## src/rtl/grayscale_pkg.sv

```systemverilog
// Shared constants for the RGB-to-grayscale front end of the halftone path.
// Luminance weights sum to 256 so the weighted sum is a 8.8 fixed-point gray level.
package grayscale_pkg;

  localparam logic [7:0] W_R  = 8'd77;
  localparam logic [7:0] W_G  = 8'd150;
  localparam logic [7:0] W_B  = 8'd29;
  localparam logic [7:0] HALF = 8'd128;

  typedef enum logic [1:0] {
    MODE_HALF_UP = 2'd0,
    MODE_DOWN    = 2'd1,
    MODE_EVEN    = 2'd2,
    MODE_RSVD    = 2'd3
  } mode_e;

endpackage

```

## src/rtl/grayscale_if.sv

```systemverilog
// Pixel-in / gray-out bundle; there is no handshake, one pixel per cycle.
interface grayscale_if;
  logic [1:0]  mode;
  logic [23:0] color;
  logic [7:0]  gray;

  modport master (output mode, output color, input gray);
  modport slave  (input mode, input color, output gray);
endinterface

```

## src/rtl/grayscale_round.sv

```systemverilog
// Rounds an 8.8 fixed-point luminance to 8 bits in the selected mode.
// Purely combinational; the caller registers the result.
module grayscale_round
  import grayscale_pkg::*;
(
  input  logic [15:0] i_sum,
  input  logic [1:0]  i_mode,
  output logic [7:0]  o_gray
);

  logic [7:0] w_int;
  logic [7:0] w_frac;
  logic [7:0] w_inc;

  assign w_int  = i_sum[15:8];
  assign w_frac = i_sum[7:0];
  // Cannot wrap: a nonzero fraction implies the integer part is at most 254.
  assign w_inc  = w_int + 8'd1;

  always_comb begin
    o_gray = w_int;
    case (mode_e'(i_mode))
      MODE_HALF_UP: begin
        if (w_frac >= HALF) o_gray = w_inc;
      end
      MODE_EVEN: begin
        if ((w_frac > HALF) || ((w_frac == HALF) && w_int[0])) o_gray = w_inc;
      end
      default: begin
        o_gray = w_int;
      end
    endcase
  end

endmodule

```

## src/rtl/grayscale.sv

```systemverilog
// RGB-to-grayscale converter: weighted sum, selectable rounding, one output register.
// Latency one cycle, throughput one pixel per cycle.
module grayscale
  import grayscale_pkg::*;
(
  input  logic   clk,
  input  logic   rst,
  grayscale_if.slave px
);

  logic [15:0] w_prodR;
  logic [15:0] w_prodG;
  logic [15:0] w_prodB;
  logic [15:0] w_sum;
  logic [7:0]  w_rounded;
  logic [7:0]  r_gray;

  assign w_prodR = 16'(W_R) * 16'(px.color[23:16]);
  assign w_prodG = 16'(W_G) * 16'(px.color[15:8]);
  assign w_prodB = 16'(W_B) * 16'(px.color[7:0]);
  // Maximum is 255*256 = 65280, so the 16-bit sum never overflows.
  assign w_sum   = w_prodR + w_prodG + w_prodB;

  grayscale_round u_round (
    .i_sum  (w_sum),
    .i_mode (px.mode),
    .o_gray (w_rounded)
  );

  always_ff @(posedge clk or posedge rst) begin
    if (rst) r_gray <= 8'h00;
    else     r_gray <= w_rounded;
  end

  assign px.gray = r_gray;

endmodule

```

## src/flat_wrapper.sv

```systemverilog
// flat-port wrapper written by rule: the top's interface ports become plain ports
module grayscale_flat import grayscale_pkg::*;
  (clk, rst, px_mode, px_color, px_gray);
  grayscale_if px_i ();
  input  logic clk;
  input  logic rst;
  input wire logic [$bits(px_i.mode)-1:0] px_mode;
  input wire logic [$bits(px_i.color)-1:0] px_color;
  output wire logic [$bits(px_i.gray)-1:0] px_gray;
  assign px_i.mode = px_mode;
  assign px_i.color = px_color;
  assign px_gray = px_i.gray;
  grayscale u_core (.clk(clk), .rst(rst), .px(px_i));
endmodule
```

## config.mk

```make
export PLATFORM = sky130hd
export DESIGN_NAME = grayscale_flat
export DESIGN_NICKNAME = d
export VERILOG_FILES = /design/src/rtl/grayscale_pkg.sv /design/src/rtl/grayscale_if.sv /design/src/rtl/grayscale_round.sv /design/src/rtl/grayscale.sv /design/src/flat_wrapper.sv
export SDC_FILE = /design/constraint.sdc
export NUM_CORES = 1
export LEC_CHECK = 0
export ABC_CLOCK_PERIOD_IN_PS = 1400
export BUFFER_PORTS_ARGS = -buffer_cell sky130_fd_sc_hd__buf_2
export CORE_UTILIZATION = 55
export CTS_CLUSTER_SIZE = 16
export DETAILED_ROUTE_END_ITERATION = 7
export GPL_TIMING_DRIVEN = 0
export PLACE_DENSITY = 0.87
export SKIP_CTS_REPAIR_TIMING = 1
export SYNTH_ARGS = -nofsm -noshare
export SYNTH_HDL_FRONTEND = slang
export SYNTH_SLANG_ARGS = --single-unit
```

## constraint.sdc

```tcl
create_clock -name clk -period 1.4 [get_ports clk]
set_clock_uncertainty 0.15 [all_clocks]
set_input_delay 0.07 -clock clk [delete_from_list [all_inputs] [get_ports clk]]
set_output_delay 0.07 -clock clk [all_outputs]
set_load 0.01 [all_outputs]
```

# --- Yosys cells after proc, flatten, opt, wreduce, memory -nomap -nowiden ---
# Index checks and enable logic that the tools add are counted.
op_classes:
  addsub: 3
  n_mul: 3
  n_lt_le_gt_ge: 2
  eq_ne: 2
  mux: 3
  n_reduce_logical: 3
op_table:
  columns: ["operator", "count"]
  rows:
  - ["$mul 7x8->15 const A", 2]
  - ["$add 15x16->16", 1]
  - ["$add 16x13->16", 1]
  - ["$mux 8", 2]
  - ["$pmux 8 s2", 1]
  - ["$mul 5x8->13 const A", 1]
  - ["$add 8x1->8 const B", 1]
  - ["$eq 8x8->1 const B", 1]
  - ["$ge 8x8->1 const B", 1]
  - ["$gt 8x8->1 const B", 1]
  - ["$eq 2x2->1 const B", 1]
  - ["$logic_not 2->1", 1]
  - ["$logic_and 1x1->1", 1]
  - ["$logic_or 1x1->1", 1]
totals:
  regBits: 8
  input_bits: 28
  output_inout_bits: 8
  word_cells: 17

# --- Longest topological paths before layout ---
logic_depth:
  depth_word: 8
  depth_mapped: 26

# --- By module ---
# From an unflattened synthesis, not the netlist that was laid out.
hier_totals:
  hier_cells: 371
  hier_area_um2: 3661.0
modules_own_cells:
  columns: ["mod", "n_inst", "cells_per_inst", "area_per_inst_um2"]
  rows:
  - ["grayscale", 1, 348, 3480.8]
  - ["grayscale_round", 1, 23, 180.2]

# --- Least setup slack after synthesis ---
# No wires, ideal clock.
synth_path:
  path_kind: "input-to-reg"
  start: "in px_color[12]"
  end: "reg u_core.r_gray[6] (netlist: u_core.px.gray[6])"
  setup_ns: 0.125
  arrival_ns: 5.949
  required_time_ns: 1.125
  path_slack_ns: -4.824
  stages: 23
  n_path_buf: 0
  path_cell_list: "ha_1 > ha_1 > inv_1 > fa_1 > fa_1 > inv_1 > ha_1 > xor2_1 > fa_1 > fa_1 > inv_1 > fa_1 > fa_1 > inv_1 > ha_1 > or3_4 > o22a_1 > a21boi_0 > or2_2 > ha_1 > o211ai_1 > nand4b_1 > xnor2_1"
synth_via:
  elab_chain_cells: 8
  word_cells_on_any_way: 12
  cone_classes: "add/sub: 3; mul: 1; order compare: 2; eq/ne: 1; mux: 3; reduce/logical: 2"
synth_lines:
  columns: ["item", "line", "source"]
  rows:
  - ["start: declaration", "flat_wrapper.sv:8", "input wire logic [$bits(px_i.color)-1:0] px_color;"]
  - ["$mul 7x8->15 (*)", "grayscale.sv:19", "assign w_prodG = 16'(W_G) * 16'(px.color[15:8]);"]
  - ["$add 15x16->16 (*)", "grayscale.sv:22", "assign w_sum = w_prodR + w_prodG + w_prodB;"]
  - ["$add 16x13->16 (*)", "grayscale.sv:22", null]
  - ["branches (longest 4 deep; another with $gt 8x8->1)", null, null]
  - ["$pmux 8 s2 (*)", "grayscale_round.sv:22", "case (mode_e'(i_mode))"]
  - ["net u_core.u_round.o_gray[6]", "grayscale_round.sv:8", "output logic [7:0] o_gray"]
  - ["end signal: assignment", "grayscale.sv:32", "else r_gray <= w_rounded;"]
  - ["end: declaration", "grayscale.sv:16", "logic [7:0] r_gray;"]
# Mark *: on every way through the listed nets, which the timed path passes.

# --- Worst setup path in the final report ---
layout_path:
  start: "in px_color[13]"
  end: "reg u_core.r_gray[6] (netlist: u_core.px.gray[6])"
# Same word-level chain as after synthesis.

==> run_results.csv <==
group,metric,value,unit
route,drtPass1Iterations,4,
critical_path,path_class,"input port to register",
synth,yosysTopAreaCellShare,28.4,%
critical_path,crit_required,1380,ps
sta,worst_pin_slew,541,ps
finish,syn_to_final_growth,16.3,%
global_routing,grt_max_degree,11,
placed_design,hpwlAfterDp,7.13,mm
floorplanning,io_pins,36,
route,drtAntennaViolNets,0,
placed_design,dpl_cell_area,0.00435,mm²
clock_network,clockRootBuffer,"clkbuf_8",
outcome,status,"finished, violations left",
synth,synth_common_cells,"inv_1 (93), ha_1 (88), fa_1 (56)",
outcome,failed_checks,"negative setup slack",
synth,ys_seq_area_share,5.08,%
clock_network,clockBufferDepth,2,
critical_path,endpoint_kind,"register",
synth,syn_inst,406,
floorplanning,die_w,86.7,µm
critical_path,critPathMaxFanout,5,
synth,synth-async-reset-ratio,100,%
global_routing,grt_pass1_vias,3134,
clock_network,cts_tree,"yes",
job,drv_cap,0,
critical_path,worstSetupStartpointType,"input port",
critical_path,crit_end,"u_core.px.gray[6]",
synth,synthesis.nets,578,
synth,synth_top_cell_by_area,"fa_1",
clock_network,cts-buffers-inserted,3,
sta,hold_viol,0,
finish,largest_register_ffs,8,
sta,clock.fmax,0.163,GHz
finish,nNetsFinal,628,
finish,nFillCells,514,
floorplanning,std_cell_rows,30,
global_routing,gr-total-overflow,0,
clock_network,cts-htree-levels,1,
route,drt_wl_total,8.93,mm
route,drtIter0Drc,94,
synth,ys_ff_latch,8,
synth,yosysMostFrequentCell,"inv_1",
global_routing,grt.total_usage,22.7,%
clock_network,path_clk_slew,40,ps
global_routing,antenna_found_initial,0,
route,vias,3142,
floorplanning,die_area,0.00751,mm²
floorplanning,die_h,86.7,µm
sta,setup_ws,-4720,ps
worst_hold_path,hold_class,"input port to asynchronous set/reset pin",
finish,fin_area,0.00459,mm²
sta,final.period_utilization,437,%
sta,setup_viol,8,
clock_network,clock_sinks,8,
synth,ys_top_cells_by_area,"fa_1 (28%), ha_1 (28%), inv_1 (8.9%), dfrtp_1 (5.1%), xnor2_1 (4.4%)",
synth,synth_edf_count,0,
placed_design,portBuffers,35,
route,vias_per_cell,5.71,
sta,final_max_slew_viol_count,0,
synth,synth_flop_cell,"dfrtp_1",
finish,num_antenna_cells,0,
critical_path,cp_data_arrival_time,6100,ps
floorplanning,core_area,0.00687,mm²
synth,yosys_warnings,0,
critical_path,crit_path_start,"px_color[13]",
sta,rsz0062_at_grt,"yes",
floorplanning,start_util,57.4,%
global_routing,grt_pass1_wl,13.6,mm
route,wl_per_cell,16.2,µm
finish,layout-drive-gt1-share,20.7,%
sta,fin_crit,6120,ps
synth,syn_area,0.00394,mm²
finish,register_area,200,µm²
sta,max_slew_margin,63.8,%
synth,synth_area_per_cell,9.71,µm²
route,drc,0,
finish,multi_input_area,0.00356,mm²
synth,yosysUniqueCellTypes,61,
placed_design,gp_congestion,0.838,
final cells by class:
type                            count  share of cell area, %
Buffer                              4                  0.355
Inverter                           93                   7.67
Clock buffer                        3                  0.900
Tap cell                           96                   2.62
Sequential cell                     8                   4.37
Multi-Input combinational cell    299                   77.7
Timing Repair Buffer               47                   6.38
worst min path at each step:
| stage | from | slack [ps] | endpoint | depth (start not counted) |
|---|---|---|---|---|
| floorplan | rst | -260 | u_core.px.gray[0] | 1 |
| global placement | rst | -150 | u_core.px.gray[4] | 2 |
| detailed placement | rst | -130 | u_core.px.gray[6] | 2 |
| CTS | rst | -380 | u_core.px.gray[3] | 2 |
| global route | rst | 210 | u_core.px.gray[1] | 3 |
| finish | rst | 170 | u_core.px.gray[1] | 3 |
per-stage QoR:
| stage | setup WS [ps] | setup TNS, ps | cells | util [%] | hold WS (ps) |
|---|---|---|---|---|---|
| 6_report | -4720 | -36620 | 550 | 66.8 | 174 |
| 5_1_grt | -4890 | -37960 | 550 | 66.8 | 209 |
| 4_1_cts | -4780 | -36640 | 540 | 64.0 | -378 |
| 3_5_place_dp | -4990 | -38470 | 537 | 63.4 | -131 |
| 3_3_place_gp | -4890 | -37500 | 537 | 63.4 | -147 |
| 2_1_floorplan | -4490 | -34710 | 406 | - | -264 |
layout by cell type, fill, tap and decap left out, drive strengths merged, types with 2 or more instances in the layout:
master   instances
inv             93
ha              88
fa              56
buf             47
xnor2           20
a21oi           16
o21ai           11
nand2            9
dfrtp            8
nand3            8
nor3             7
nor2             6
xor2             6
clkbuf           6
a21o             5
o21bai           5
nand4            4
o2111ai          4
a31oi            3
nand4b           3
o211ai           3
mux2i            3
a211oi           3
or4b             3
or3              3
o211a            3
a221oi           2
o21a             2
nor4             2
nand2b           2
and3             2
nor3b            2
or2              2
o311ai           2
o31ai            2
worst max-delay path, cell delays in order:
cell	delay, ps
buf_4	150
ha_4	250
ha_4	240
ha_4	260
inv_2	30
fa_1	530
inv_2	50
ha_4	280
inv_4	50
o21bai_4	150
xor2_2	170
fa_1	460
fa_1	530
inv_1	60
fa_1	460
fa_1	540
inv_2	50
ha_4	160
or3_4	340
o22a_1	190
and3b_1	190
or2_4	250
ha_4	150
o211ai_1	150
nand4b_1	180
xnor2_1	150
routing by layer:
layer  part of all wire [%]  track usage [%]
met5                      0                0
met4                    1.6             5.00
met3                    3.7             2.10
met2                     53             41.3
met1                     42             29.4
cell families (layout without fill, tap and decap cells):
logic type | after synthesis | after routing | share of synthesized area (%)
muxes | 4 | 4 | 1.05
and+or+nand+nor | 59 | 59 | 9.17
DFF | 8 | 8 | 5.08
buffers and inverters | 99 | 147 | 9.45
xor gates and xnor gates | 26 | 26 | 5.77
AOI/OAI and AO/OA | 66 | 66 | 13.1
adders and majority gates | 144 | 144 | 56.3
Power is left out: the tool's default activity adds up to more than one toggle a clock period on the data nets, which glitch-free logic cannot reach.
